File: config.mk
export PLATFORM = sky130hd
export DESIGN_NAME = sys_arr_row_db
export DESIGN_NICKNAME = d
export VERILOG_FILES = /design/src/rtl/sys_arr_row_db.sv
export SDC_FILE = /design/constraint.sdc
export NUM_CORES = 1
export LEC_CHECK = 0
export BUFFER_PORTS_ARGS = -buffer_cell sky130_fd_sc_hd__buf_4
export CAP_MARGIN = 40
export CORE_ASPECT_RATIO = 1.25
export CORE_MARGIN = 3
export CORE_UTILIZATION = 55
export DETAILED_ROUTE_END_ITERATION = 7
export GPL_TIMING_DRIVEN = 0
export PLACE_DENSITY_LB_ADDON = 0.08
export SYNTH_ARGS = -nofsm -noshare
export SYNTH_HDL_FRONTEND = slang
export SYNTH_SLANG_ARGS = --single-unit
File: constraint.sdc
create_clock -name clk -period 5.1 [get_ports clk]
set_input_delay 0.255 -clock clk [delete_from_list [all_inputs] [get_ports clk]]
set_output_delay 0.255 -clock clk [all_outputs]
set_load 0.005 [all_outputs]
File: src/rtl/sys_arr_row_db.sv
// One row of the systolic matrix-multiply array: activations ripple right, partial sums flow down,
// weights are preloaded into shadow registers over a serial chain and swapped in atomically.
module sys_arr_row_db #(
  parameter int ROW_WIDTH = 4,
  parameter int DATA_W    = 8,
  parameter int SUM_W     = 16,
  parameter int SAT       = 0
) (
  input  logic                           clk,
  input  logic                           rst_n,
  input  logic                           active,
  input  logic [DATA_W-1:0]              datain,
  input  logic [ROW_WIDTH*SUM_W-1:0]     sumin,
  input  logic                           wload,
  input  logic [DATA_W-1:0]              wdata,
  input  logic                           wswap,
  output logic [ROW_WIDTH*SUM_W-1:0]     maccout,
  output logic [ROW_WIDTH-1:0]           activeout,
  output logic [ROW_WIDTH-1:0]           satout,
  output logic [DATA_W-1:0]              dataout,
  output logic                           wready,
  output logic [$clog2(ROW_WIDTH+1)-1:0] wcount
);

  localparam int CW = $clog2(ROW_WIDTH + 1);
  localparam logic [CW-1:0]    FULL = CW'(ROW_WIDTH);
  localparam logic [SUM_W-1:0] SMAX = {1'b0, {(SUM_W-1){1'b1}}};
  localparam logic [SUM_W-1:0] SMIN = {1'b1, {(SUM_W-1){1'b0}}};

  logic signed [DATA_W-1:0] r_data [ROW_WIDTH];
  logic signed [DATA_W-1:0] r_wsh  [ROW_WIDTH];
  logic signed [DATA_W-1:0] r_wact [ROW_WIDTH];
  logic [SUM_W-1:0]         r_macc [ROW_WIDTH];
  logic [ROW_WIDTH-1:0]     r_act;
  logic [ROW_WIDTH-1:0]     r_sat;
  logic [CW-1:0]            r_wcount;

  logic signed [DATA_W-1:0]   w_inData [ROW_WIDTH];
  logic signed [2*DATA_W-1:0] w_prod   [ROW_WIDTH];
  logic [SUM_W:0]             w_sum    [ROW_WIDTH];
  logic [SUM_W-1:0]           w_next   [ROW_WIDTH];
  logic [ROW_WIDTH-1:0]       w_inAct;
  logic [ROW_WIDTH-1:0]       w_ovf;
  logic                       w_swapOk;

  assign w_swapOk = wswap && (r_wcount == FULL);

  // One extra sum bit makes overflow visible as a mismatch of the top two bits.
  always_comb begin
    w_inAct     = '0;
    w_ovf       = '0;
    w_inData[0] = datain;
    w_inAct[0]  = active;
    for (int i = 1; i < ROW_WIDTH; i++) begin
      w_inData[i] = r_data[i-1];
      w_inAct[i]  = r_act[i-1];
    end
    for (int i = 0; i < ROW_WIDTH; i++) begin
      w_prod[i] = (2*DATA_W)'(w_inData[i]) * (2*DATA_W)'(r_wact[i]);
      w_sum[i]  = {{(SUM_W+1-2*DATA_W){w_prod[i][2*DATA_W-1]}}, w_prod[i]}
                + {sumin[i*SUM_W+SUM_W-1], sumin[i*SUM_W +: SUM_W]};
      w_ovf[i]  = w_sum[i][SUM_W] ^ w_sum[i][SUM_W-1];
      w_next[i] = w_sum[i][SUM_W-1:0];
      if ((SAT != 0) && w_ovf[i]) begin
        w_next[i] = w_sum[i][SUM_W] ? SMIN : SMAX;
      end
    end
  end

  always_ff @(posedge clk or negedge rst_n) begin
    if (!rst_n) begin
      for (int i = 0; i < ROW_WIDTH; i++) begin
        r_data[i] <= '0;
        r_wsh[i]  <= '0;
        r_wact[i] <= '0;
        r_macc[i] <= '0;
      end
      r_act    <= '0;
      r_sat    <= '0;
      r_wcount <= '0;
    end else begin
      for (int i = 0; i < ROW_WIDTH; i++) begin
        r_data[i] <= w_inData[i];
        r_act[i]  <= w_inAct[i];
        if (w_inAct[i]) begin
          r_macc[i] <= w_next[i];
          r_sat[i]  <= w_ovf[i];
        end
        if (w_swapOk) begin
          r_wact[i] <= r_wsh[i];
        end
      end
      // A swap on the same edge as a load captures the pre-shift shadows.
      if (wload) begin
        r_wsh[0] <= wdata;
        for (int i = 1; i < ROW_WIDTH; i++) begin
          r_wsh[i] <= r_wsh[i-1];
        end
      end
      if (w_swapOk) begin
        r_wcount <= wload ? CW'(1) : '0;
      end else if (wload && (r_wcount != FULL)) begin
        r_wcount <= r_wcount + CW'(1);
      end
    end
  end

  always_comb begin
    maccout = '0;
    for (int i = 0; i < ROW_WIDTH; i++) begin
      maccout[i*SUM_W +: SUM_W] = r_macc[i];
    end
  end

  assign activeout = r_act;
  assign satout    = r_sat;
  assign dataout   = r_data[ROW_WIDTH-1];
  assign wready    = (r_wcount == FULL);
  assign wcount    = r_wcount;

endmodule

==> impl_metrics.py, run 1 <==
metrics = {
    "global_route": {
        "antenna_found_initial": 0,
        "track_usage_pct": 22.0,
        "grt_pass1_wl_um": 63600,
        "grt_pass1_vias": 13300,
        "grt_max_degree": 119,
        "grt.overflow.total": 0,
    },
    "die": {
        "die_width_um": 169,
        "io_pins": 169,
        "core_um2": 32700,
        "rows": 74,
        "dieArea_um2": 35500,
        "die_h_um": 210,
        "initial_core_util_pct": 55.9,
    },
    "drt": {
        "vias": 12100,
        "drc": 0,
        "drt_pass1_iterations": 5,
        "avgViaCountPerCell": 5.23,
        "drtIter0Drc": 520,
        "routedWlPerCell_um": 16.0,
        "postRouteAntennaNets": 0,
        "routed_wl_um": 37200,
    },
    "cells_and_area": {
        "layout_common_cells": "331 x inv_1, 298 x fa_1, 208 x buf_4",
        "layout_commonest_cell": "inv_1",
        "n_fill_cell": 2644,
        "antenna_cells": 0,
        "design_area_um2": 21300,
        "layout-area-overhead-vs-synth_pct": 16.7,
        "drive_gt1_share_pct": 24.3,
        "layout.nets": 2432,
    },
    "setup_path": {
        "required_ns": 5.45,
        "worstPathMaxFanout": 5,
        "startpoint_type": "primary input",
        "cp.arrival_ns": 5.33,
        "critPathCaptureType": "flip-flop",
        "setup.worst_path.class": "in -> reg",
    },
    "clocking": {
        "clk_latency_ns": 0.45,
        "cts_sinks": 171,
        "numCtsBuffers": 17,
        "h-tree-depth": 4,
        "cts.clk_slew.worst_paths_ns": 0.07,
        "clockRootBuffer": "clkbuf_16",
        "cts_tree": "done",
        "cts_buffer_depth": 2,
    },
    "placement": {
        "place.port_buffers": 167,
        "dp_hpwl_um": 29900,
        "routabilityCongestion": 0.854,
        "postPlaceCellArea_um2": 20100,
    },
    "logic_synthesis": {
        "ys_seq_elements": 171,
        "ys_seq_area_share_pct": 23.4,
        "synth_warnings": 0,
        "synth_top_flop_cell": "dfrtp_1",
        "synth_top_family_by_area": "adder cells",
        "mappedNetlistArea_um2": 18300,
        "synth_fp_nets": 2205,
        "synthAdderAreaFrac_pct": 44.1,
        "yosys-top-cells-area": "fa_1 33%, dfrtp_1 23%, ha_1 11%, mux2_2 7.1%, inv_1 6.8%",
        "synth_xor_area_share_pct": 2.73,
        "yosys.area.top_type": "fa_1",
        "synth-simple-area-share_pct": 9.22,
        "synth-compound-area-share_pct": 5.59,
        "syn_area_per_cell_um2": 11.0,
        "synth_edf_count": 0,
        "ys_types": 45,
        "synth_top_area_share_pct": 33.3,
        "syn_inst": 1658,
        "muxShareOfSynthArea_pct": 7.20,
        "synthArstFlopShare_pct": 100,
    },
    "timing": {
        "setup-violations-final": 0,
        "fin_crit_sh_pct": 97.6,
        "clock.fmax_ghz": 0.201,
        "rsz0062_at_grt": "yes",
        "drv_slew": 0,
        "max_slew_margin_pct": 57.8,
        "tightest_slew_ns": 0.634,
        "hold_viol": 0,
        "hold-worst-slack_ns": 0.0332,
        "skew_ns": 0.0130,
        "finalCriticalPeriod_ns": 4.98,
    },
    "worst_hold_path": {
        "hold_path_class": "in -> reg",
    },
    "run": {
        "maxCapViolations": 0,
    },
    "status": {
        "status": "finished clean",
    },
}
## stage by stage
stage               TNS [ns]  cells  setup slack (ns)  utilization [%]
finish                     0   2316             0.122             65.3
global route         -0.0851   2316           -0.0564             65.3
CTS                        0   2281            0.0207             63.7
detailed placement     -4.94   2244            -0.489             61.5
global placement       -3.82   2243            -0.439             61.4
floorplan                  0   1658            0.0892                -
## metal layers
metal	wire, µm	GRT usage [%]	vias to the layer above	part of all wire, %
li1	-	-	5638	-
met1	15000	27.4	6234	40
met2	20300	40.5	213	55
met3	1220	2.96	34	3.3
met4	594	5.94	0	1.6
met5	0	0	-	0
## final timing paths
check	from	endpoint	slack [ns]	depth (start not counted)
worst max-delay path	datain[3]	satout[0]$_DFFE_PN0P_	0.12	18
worst min-delay path	datain[5]	r_data[29]$_DFF_PN0_	0.03	1
worst max register to register	r_wact[26]$_DFFE_PN0P_	satout[0]$_DFFE_PN0P_	0.13	16
worst min register to register	r_data[13]$_DFF_PN0_	dataout[5]$_DFF_PN0_	0.46	0
max in group asynchronous	rst_n	r_data[31]$_DFF_PN0_	3.83	3
min in group asynchronous	rst_n	satout[2]$_DFFE_PN0P_	0.31	2
## state kept, by name (all words and copies together) (netlist names)
signal,flops
dataout,8
r_wact,32
maccout,64
r_wsh,32
satout,4
activeout,4
r_data,24
wcount,3
## kinds of logic (layout without fill, tap and decap cells)
logic type	count (synthesis)	count (layout)
AO/OA/AOI/OAI	154	154
XOR/XNOR	57	57
adder cells (fa/ha/maj)	462	462
buffers and inverters	368	608
flip-flops	171	171
multiplexers	117	117
AND/OR/NAND/NOR	329	329
## area by class of cell
class                      count  area (µm²)  share of cell area (%)
multi-input combinational   1119       12800                    60.0
sequential                   171        4340                    20.3
clock inverter                13         154                   0.721
inverter                     332        1250                    5.84
buffer                        26         128                   0.598
clock buffer                  19         443                    2.08
timing repair buffer         218        1710                    8.01
tap                          418         523                    2.45
## Yosys cell counts, drive strengths merged, types with 26 or more instances
library cell,n
inv,332
a21oi,41
mux2,116
o21ai,29
nor2,26
and2,121
xnor2,48
fa,304
nand2,128
clkbuf,27
ha,158
dfrtp,171
## critical path, stage by stage
cell and delay (ns):
dlygate4sd3_1 0.55, buf_6 0.14, buf_4 0.15, and2_1 0.15, fa_1 0.43, fa_1 0.49
inv_1 0.05, fa_1 0.53, inv_1 0.05, fa_2 0.52, ha_1 0.22, ha_1 0.35
o21ai_0 0.23, o21ai_0 0.16, and2_1 0.21, o41a_1 0.40, a221o_1 0.34, o311ai_2 0.07
## what timing repair did
| item | in CTS | in global routing |
|---|---|---|
| endpoints found under the setup margin | 26 | 9 |
| hold endpoints to repair | 59 | 0 |
| hold buffers | 7 | 0 |
| resized for setup | 19 | 78 |
| setup buffers | 6 | 37 |
| pin swaps | 3 | 27 |
| gates cloned | 0 | 0 |
Power of run 1 is left out: the tool's default activity adds up to more than one toggle a clock period on the data nets, which glitch-free logic cannot reach.
==> run 2: changes to the inputs <==
--- a/config.mk
+++ b/config.mk
@@ -13,6 +13,7 @@
 export DETAILED_ROUTE_END_ITERATION = 7
 export GPL_TIMING_DRIVEN = 0
 export PLACE_DENSITY_LB_ADDON = 0.08
+export SETUP_SLACK_MARGIN = 0.4
 export SYNTH_ARGS = -nofsm -noshare
 export SYNTH_HDL_FRONTEND = slang
 export SYNTH_SLANG_ARGS = --single-unit
==> impl_metrics.py, run 2 (same netlist as run 1, synthesis figures left out) <==
metrics = {
    "cells_and_area": {
        "drive_gt1_share_pct": 33.1,
        "seq_area_um2": 4340,
        "n_fill_cell": 2434,
        "layout_commonest_cell": "inv_1",
        "antenna_cells": 0,
        "largest_register_ffs": 64,
        "layout.nets": 2497,
        "layout-area-overhead-vs-synth_pct": 24.1,
        "multiInputGateArea_um2": 13600,
        "instances_no_fill": 2381,
        "layout_common_cells": "312 x inv_1, 289 x fa_1, 260 x buf_4",
        "design_area_um2": 22700,
    },
    "timing": {
        "skew_ns": 0.0130,
        "finalCriticalPeriod_ns": 4.93,
        "hold_viol": 0,
        "drv_slew": 0,
        "clock.fmax_ghz": 0.203,
        "setup_slack_ns": 0.171,
        "max_slew_margin_pct": 58.6,
        "setup-violations-final": 0,
        "fin_crit_sh_pct": 96.6,
        "rsz0062_at_grt": "yes",
        "hold-worst-slack_ns": 0.0166,
        "tightest_slew_ns": 0.621,
    },
    "drt": {
        "avgViaCountPerCell": 5.22,
        "routed_wl_um": 39600,
        "drtIter0Drc": 506,
        "vias": 12400,
        "routedWlPerCell_um": 16.6,
        "postRouteAntennaNets": 0,
        "drt_pass1_iterations": 5,
        "drc": 0,
    },
    "setup_path": {
        "startpoint_type": "flip-flop",
        "setup.worst_path.class": "reg -> reg",
        "cp_cell_sequence": "clkbuf_8 -> and2_4 -> buf_4 -> fa_1 -> fa_1 -> fa_1 -> inv_1 -> fa_1 -> inv_1 -> ha_4 -> ha_4 -> and3_4 -> nand2_1 -> nor3_2 -> buf_4 -> o21a_1 -> or3b_4 -> o311ai_4",
        "crit_path_frequent_cell": "fa_1",
        "cp.arrival_ns": 5.28,
        "slowest_delay_ns": 0.54,
        "worstPathBufferInverterCount": 5,
        "critPathCaptureType": "flip-flop",
        "worstPathMaxFanout": 5,
        "required_ns": 5.45,
        "crit_path_top_delay_cell": "fa_1",
        "path_delay_family": "adder cells",
    },
    "placement": {
        "postPlaceCellArea_um2": 20200,
        "dp_cells": 2244,
        "routabilityCongestion": 0.831,
        "dp_hpwl_um": 30400,
        "place_worst_setup_slack_ns": -0.130,
        "place.port_buffers": 167,
    },
    "die": {
        "dieArea_um2": 35500,
        "die_width_um": 169,
        "rows": 74,
        "core_um2": 32700,
        "io_pins": 169,
        "initial_core_util_pct": 55.9,
        "die_h_um": 210,
    },
    "clocking": {
        "h-tree-depth": 4,
        "numCtsBuffers": 17,
        "cts_tree": "done",
        "clockRootBuffer": "clkbuf_16",
        "clk_latency_ns": 0.45,
        "cts_sinks": 171,
        "cts_buffer_depth": 2,
        "cts.clk_slew.worst_paths_ns": 0.07,
    },
    "run": {
        "maxCapViolations": 0,
    },
    "global_route": {
        "grt_max_degree": 124,
        "grt_pass1_vias": 13500,
        "grt.overflow.total": 0,
        "grt_pass1_wl_um": 65400,
        "track_usage_pct": 22.9,
        "antenna_found_initial": 0,
    },
    "status": {
        "status": "finished clean",
    },
    "worst_hold_path": {
        "hold_path_class": "in -> reg",
    },
}
## run 2: changes by cell type in the layout (fill, tap and decap cells not counted), sizes merged
cell          change
buf              +63
dlymetal6s4s      -1
clkinv            -2
bufinv            -1
inv               +1
clkinvlp          +3
dlygate4sd3       -3
clkbuf            +5
## run 2: per-stage QoR
step           utilization [%]  setup TNS [ns]
2_1_floorplan                -               0
3_3_place_gp              61.7          -0.180
3_5_place_dp              61.8          -0.603
4_1_cts                   66.3               0
5_1_grt                   69.4               0
6_report                  69.4               0
## run 2: cell type report
type                    instances  area share, %
clock inverters                14          0.557
plain buffers                  36           1.10
well taps                     418           2.31
multi-input cells            1119           60.0
inverters                     332           5.50
clock buffers                  18           1.89
flip-flops and latches        171           19.1
repair buffers                273           9.49
## run 2: metal layers
| layer | vias to the layer above | global-route usage (%) | part of all wire [%] |
|---|---|---|---|
| met5 | - | 0 | 0 |
| met4 | 0 | 6.72 | 2.5 |
| met3 | 61 | 2.98 | 3.5 |
| met2 | 234 | 41.3 | 54 |
| met1 | 6376 | 28.8 | 40 |
| li1 | 5768 | - | - |
## run 2: path summary, 6_finish.rpt
check / from / endpoint / slack, ns / depth (start not counted)
min: datain[3] / r_data[27]$_DFF_PN0_ / 0.02 / 1
min in group asynchronous: rst_n / maccout[43]$_DFFE_PN0P_ / 0.30 / 2
max in group asynchronous: rst_n / r_wact[29]$_DFFE_PN0P_ / 3.83 / 3
max: r_wact[16]$_DFFE_PN0P_ / satout[1]$_DFFE_PN0P_ / 0.17 / 18
min reg2reg: r_data[23]$_DFF_PN0_ / r_data[15]$_DFF_PN0_ / 0.47 / 0
max reg2reg: r_wact[16]$_DFFE_PN0P_ / satout[1]$_DFFE_PN0P_ / 0.17 / 18
## run 2: what timing repair did
action	in CTS	in global routing
setup endpoints to repair	29	24
gates cloned	1	0
pin swaps	50	115
gates resized for setup	121	150
buffers inserted	67	34
hold buffers	3	0
hold endpoints to repair	50	0
Power of run 2 is left out for the same reason.
